$ cat src/rtl/serial_arith_pkg.sv
// Shared types and constants for the serial arithmetic blocks.
// Holds the operand serializer FSM encoding and the default operand width.
package serial_arith_pkg;

  localparam int unsigned DefaultWidth = 8;

  typedef enum logic [1:0] {
    StIdle,
    StClear,
    StShift,
    StDone
  } state_e;

endpackage

$ cat src/rtl/piso_shift_reg.sv
// Parallel-in serial-out shift register, LSB first, zero-filled from the top.
// Load has priority over shift.
module piso_shift_reg
  import serial_arith_pkg::*;
#(
  parameter int unsigned WIDTH = DefaultWidth
) (
  input  logic             clk,
  input  logic             reset,
  input  logic             load,
  input  logic             shift,
  input  logic [WIDTH-1:0] din,
  output logic             dout
);

  logic [WIDTH-1:0] data_q, data_d;

  always_comb begin
    data_d = data_q;
    if (load) begin
      data_d = din;
    end else if (shift) begin
      data_d = {1'b0, data_q[WIDTH-1:1]};
    end
  end

  always_ff @(posedge clk or negedge reset) begin
    if (!reset) begin
      data_q <= '0;
    end else begin
      data_q <= data_d;
    end
  end

  assign dout = data_q[0];

endmodule

$ cat src/rtl/operand_serializer.sv
// Accepts a parallel operand pair plus carry-in and streams it LSB first to a
// downstream serial adder: clear cycle, WIDTH bit cycles, then a done pulse.
module operand_serializer
  import serial_arith_pkg::*;
#(
  parameter int unsigned WIDTH = DefaultWidth
) (
  input  logic             clk,
  input  logic             reset,
  input  logic             in_valid,
  output logic             in_ready,
  input  logic [WIDTH-1:0] a_in,
  input  logic [WIDTH-1:0] b_in,
  input  logic             cin_in,
  output logic             adder_rst,
  output logic             a,
  output logic             b,
  output logic             cin,
  output logic             bit_valid,
  output logic             bit_last,
  output logic             done
);

  localparam int unsigned CntW = $clog2(WIDTH + 1);
  localparam logic [CntW-1:0] LastBit = CntW'(WIDTH - 1);

  state_e          state_q, state_d;
  logic [CntW-1:0] cnt_q, cnt_d;
  logic            cin_q, cin_d;
  logic            load, shift;
  logic            a_bit, b_bit;
  logic            in_shift;

  piso_shift_reg #(
    .WIDTH(WIDTH)
  ) u_a_reg (
    .clk  (clk),
    .reset(reset),
    .load (load),
    .shift(shift),
    .din  (a_in),
    .dout (a_bit)
  );

  piso_shift_reg #(
    .WIDTH(WIDTH)
  ) u_b_reg (
    .clk  (clk),
    .reset(reset),
    .load (load),
    .shift(shift),
    .din  (b_in),
    .dout (b_bit)
  );

  always_comb begin
    state_d = state_q;
    cnt_d   = cnt_q;
    cin_d   = cin_q;
    load    = 1'b0;
    shift   = 1'b0;
    unique case (state_q)
      StIdle: begin
        if (in_valid) begin
          load    = 1'b1;
          cin_d   = cin_in;
          cnt_d   = '0;
          state_d = StClear;
        end
      end
      StClear: state_d = StShift;
      StShift: begin
        shift = 1'b1;
        // Counter ends at WIDTH, which fits in CntW bits, so it never wraps.
        cnt_d = cnt_q + CntW'(1);
        if (cnt_q == LastBit) begin
          state_d = StDone;
        end
      end
      StDone:  state_d = StIdle;
      default: state_d = StIdle;
    endcase
  end

  always_ff @(posedge clk or negedge reset) begin
    if (!reset) begin
      state_q <= StIdle;
      cnt_q   <= '0;
      cin_q   <= 1'b0;
    end else begin
      state_q <= state_d;
      cnt_q   <= cnt_d;
      cin_q   <= cin_d;
    end
  end

  // Every output is decoded from registered state only.
  assign in_shift  = (state_q == StShift);
  assign in_ready  = (state_q == StIdle);
  assign adder_rst = (state_q == StClear);
  assign done      = (state_q == StDone);
  assign bit_valid = in_shift;
  assign a         = in_shift & a_bit;
  assign b         = in_shift & b_bit;
  assign cin       = in_shift & (cnt_q == '0) & cin_q;
  assign bit_last  = in_shift & (cnt_q == LastBit);

endmodule
$ cat config.mk
export PLATFORM = sky130hd
export DESIGN_NAME = operand_serializer
export DESIGN_NICKNAME = d
export VERILOG_FILES = /design/src/rtl/serial_arith_pkg.sv /design/src/rtl/piso_shift_reg.sv /design/src/rtl/operand_serializer.sv
export SDC_FILE = /design/constraint.sdc
export NUM_CORES = 1
export LEC_CHECK = 0
export ABC_AREA = 1
export BUFFER_PORTS_ARGS = -buffer_cell sky130_fd_sc_hd__buf_2
export CORE_AREA = 2 2 56 58
export CTS_CLUSTER_DIAMETER = 200
export DETAILED_ROUTE_END_ITERATION = 8
export DIE_AREA = 0 0 58 60
export GPL_TIMING_DRIVEN = 0
export PLACE_DENSITY = 0.71
export SLEW_MARGIN = 5
export SYNTH_ARGS = -nofsm -noshare
export SYNTH_HDL_FRONTEND = slang
export SYNTH_SLANG_ARGS = --single-unit
export TNS_END_PERCENT = 1
$ cat constraint.sdc
create_clock -name clk -period 1.83 [get_ports clk]
set_input_delay 0.366 -clock clk [delete_from_list [all_inputs] [get_ports clk]]
set_output_delay 0.366 -clock clk [all_outputs]
set_load 0.05 [all_outputs]
==> summary.md <==
The cell area after technology mapping came out at 1245 um2. Port buffering added 27 buffers. The post-synthesis net count is 177, and the synthesized area per cell is 8.355 um2. The number of global-route vias before repair is 1091.

Startpoint class of the critical path: a flop. For the pin with the worst max-slew slack, the measured transition is 0.5223 ns. On the critical path, the stage with the largest delay is an instance of dfrtp_1.

End-of-flow core utilization: 0.5362. The routed design could run at a clock period as short as 1.798 ns. In this run, post-CTS hold repair placed 0 buffers. Along the worst path, the maximum fanout reaches 4. Share of layout cells above drive strength 1: 0.3226.

Critical path class: reg2out. The worst relative slew slack is 0.6518, and the global-route wire length before repair is 4519 um. TritonCTS built the clock tree. Sequential fraction of the synthesis area: 0.4623. Routed via count divided by cell count: 5.055.

The tools report the number of setup violations in the final report as 0. Counting flops and latches in the post-synthesis netlist gives 23. Layout net count: 215. The number of buffers created by CTS is 3.

The kind of path behind the tightest hold check was in2async. The logs give 0.1712 for the total global-route track usage and 2680 um for the total wire length after detailed routing. Synthesis produced 149 cells.

In the final routed layout, each cell accounts on average for 12.24 um. The layout has 270 filler cells. Timing would allow up to 556.3 MHz. The logs give 23 for the count of clock tree sinks and 4 for the first-pass iteration count of the detailed router. The run gives 0.4289 as the initial core utilization. Clock skew on the completed layout was measured at 0.008076 ns. The final max-slew violation count was 0; the vias after detailed routing was 1107.

The max-capacitance violation count is 0, and the initial antenna violation count is 0. The tools report the minimum setup slack after placement as 0.04314 ns. Summing all multi-input logic gate instances after layout gives 605.6 um2. The run gives 0 as the number of warnings issued by yosys. The sequential cells in the finished layout cover a total of 575.6 um2.

The signal on the critical path passes through inv_2 > buf_4 > ha_1 > buf_6. The height of the die was 60 um; the worst endpoint data arrival time was 1.43 ns. For the count of inserted antenna diode cells, the log shows 0. The insertion delay to the later sink of the worst-skew pair is 0.31 ns.

The run gives 0 ns as the total negative setup slack. The tools report the number of nets still failing antenna checks after routing as 0. The tree is rooted in a clkbuf_4. Setup repair after global routing could not meet its margin everywhere. The total power divided by cell area works out to 1783 nW/um2.

The total power draw was 2.775 mW; the share of the clock period used by the worst path was 0.9823. The die is 58 um wide. For the row count, the log shows 20.

The run gives 0 as the residual DRC count. The first routing iteration left 32 violations. The kind of end point of the critical path was an output pin. The flow ran to the end, and the final reports show no timing, DRC or antenna violations.

Across all register-to-register paths, the minimum setup slack is 0.26 ns. The tools report the global placement routability congestion as 0.7293. The largest vdd supply drop came out at 1.274 mV.

The run gives 0.7845 nW as the static leakage. On the worst path, the slowest cell contributes a delay of 0.43 ns. Clock-pin slew was measured on the worst setup and hold paths at 0.13 ns. The logs give 17 for the unique cell type count in the Yosys netlist and 1 for the H-tree depth. Remaining global-route overflow: 0. The final number of hold-violating endpoints is 0.

28 I/O pins were placed. The area of the die was 3480 um2. Setup slack on the critical path of the routed design comes to 0.03244 ns.

In this design, the largest share of critical-path delay is due to buffers and inverters. Counting along the longest clock path gives a buffer depth of 2. The data required time of the critical path was 1.46 ns; the synthesis-to-finish area growth was 25.02%.

For the core area, the log shows 2903 um2. The HPWL after detailed placement is 1906 um. The tools report the maximum number of pins on one net before global-route repair as 24. Together, buffers and inverters on the worst path number 3.
-- cell families (layout without fill, tap and decap cells) --
family	count (synthesis)	after routing	share of synthesized area
AOI/OAI and AO/OA	28	28	0.1367
adders and majority gates	8	8	0.08041
buffers and inverters	18	55	0.07939
DFF	23	23	0.4623
and+or+nand+nor	72	72	0.2412
-- cell usage after synthesis --
cell	number	share of area
ha_1	8	0.080
inv_4	1	0.0050
dfrtp_1	23	0.46
inv_1	10	0.030
inv_2	1	0.0030
buf_2	2	0.0080
a21oi_2	8	0.056
o21ai_0	2	0.0080
buf_6	1	0.0090
a21oi_1	18	0.072
nand2_2	2	0.010
nand3_1	18	0.072
or2_2	1	0.0050
buf_4	2	0.012
buf_8	1	0.012
nor2_1	16	0.048
nand2_1	35	0.11
-- routing by layer --
layer | up-vias | global-route usage | routed length, um
met1 | 517 | 0.2093 | 1211
met5 | - | 0 | 0
met3 | 6 | 0.02165 | 109
li1 | 554 | - | -
met2 | 30 | 0.3052 | 1311
met4 | 0 | 0.06977 | 47
-- where the power goes --
| part | switching [mW] | internal [mW] |
|---|---|---|
| Sequential | 0.163 | 0.753 |
| Clock | 0.151 | 0.0851 |
| Combinational | 0.981 | 0.642 |
-- cells in the final DEF (no fill, tap or decap), types with 6 or more instances in the layout --
cell type and n:
nand2_1 35, buf_2 25, dfrtp_1 23, nand3_1 18, a21oi_1 18, nor2_1 14
inv_1 9, a21oi_2 8, buf_4 8, ha_1 6
-- final timing paths --
check / from / to / cells after the start
setup reg to reg: state_q[0]$_DFFE_PN0P_ / u_b_reg.data_q[6]$_DFFE_PN0P_ / 8
hold reg to reg: cin_q$_DFFE_PN0P_ / cin_q$_DFFE_PN0P_ / 2
min in group clk: a_in[7] / u_a_reg.data_q[7]$_DFFE_PN0P_ / 3
max in group asynchronous: reset / u_b_reg.data_q[3]$_DFFE_PN0P_ / 1
setup / recovery: state_q[0]$_DFFE_PN0P_ / in_ready / 4
hold / removal: reset / state_q[0]$_DFFE_PN0P_ / 1
-- worst register-to-register path, cell delays in order (launching register included) --
cell and delay [ns]:
dfrtp_1 0.43, inv_2 0.14, buf_4 0.13, ha_1 0.23, nand2_2 0.14, inv_4 0.13
buf_8 0.15, a21oi_2 0.04, a21oi_2 0.11
-- flip-flops by register name, summed over array words and instances, names as in the netlist --
| signal | flops |
|---|---|
| u_a_reg.data_q | 8 |
| state_q | 2 |
| cin_q | 1 |
| cnt_q | 4 |
| u_b_reg.data_q | 8 |
-- final cells by class --
cell class                 instances  share of cell area
inverter                          12             0.03537
multi-input combinational        108              0.3891
timing repair buffer              34              0.1342
sequential                        23              0.3698
buffer                             5             0.02814
clock buffer                       4             0.01688
tap                               33             0.02653
-- timing repair --
action                                 in CTS  in global routing
pin swaps                                   1                  1
resized for setup                          10                  6
endpoints found under the hold margin       0                  0
buffers inserted                            3                  4
setup endpoints to repair                   5                  6
-- stage by stage --
| stage | instances | hold WS, ns | instance area (um2) |
|---|---|---|---|
| 2_1_floorplan | 149 | 0.07041 | 1265 |
| 3_3_place_gp | 209 | 0.3680 | 1441 |
| 3_5_place_dp | 209 | 0.3760 | 1441 |
| 4_1_cts | 216 | 0.02557 | 1516 |
| 5_1_grt | 219 | 0.03619 | 1556 |
| 6_report | 219 | 0.004299 | 1556 |
Note: power is estimated with default switching activity, not from simulation.
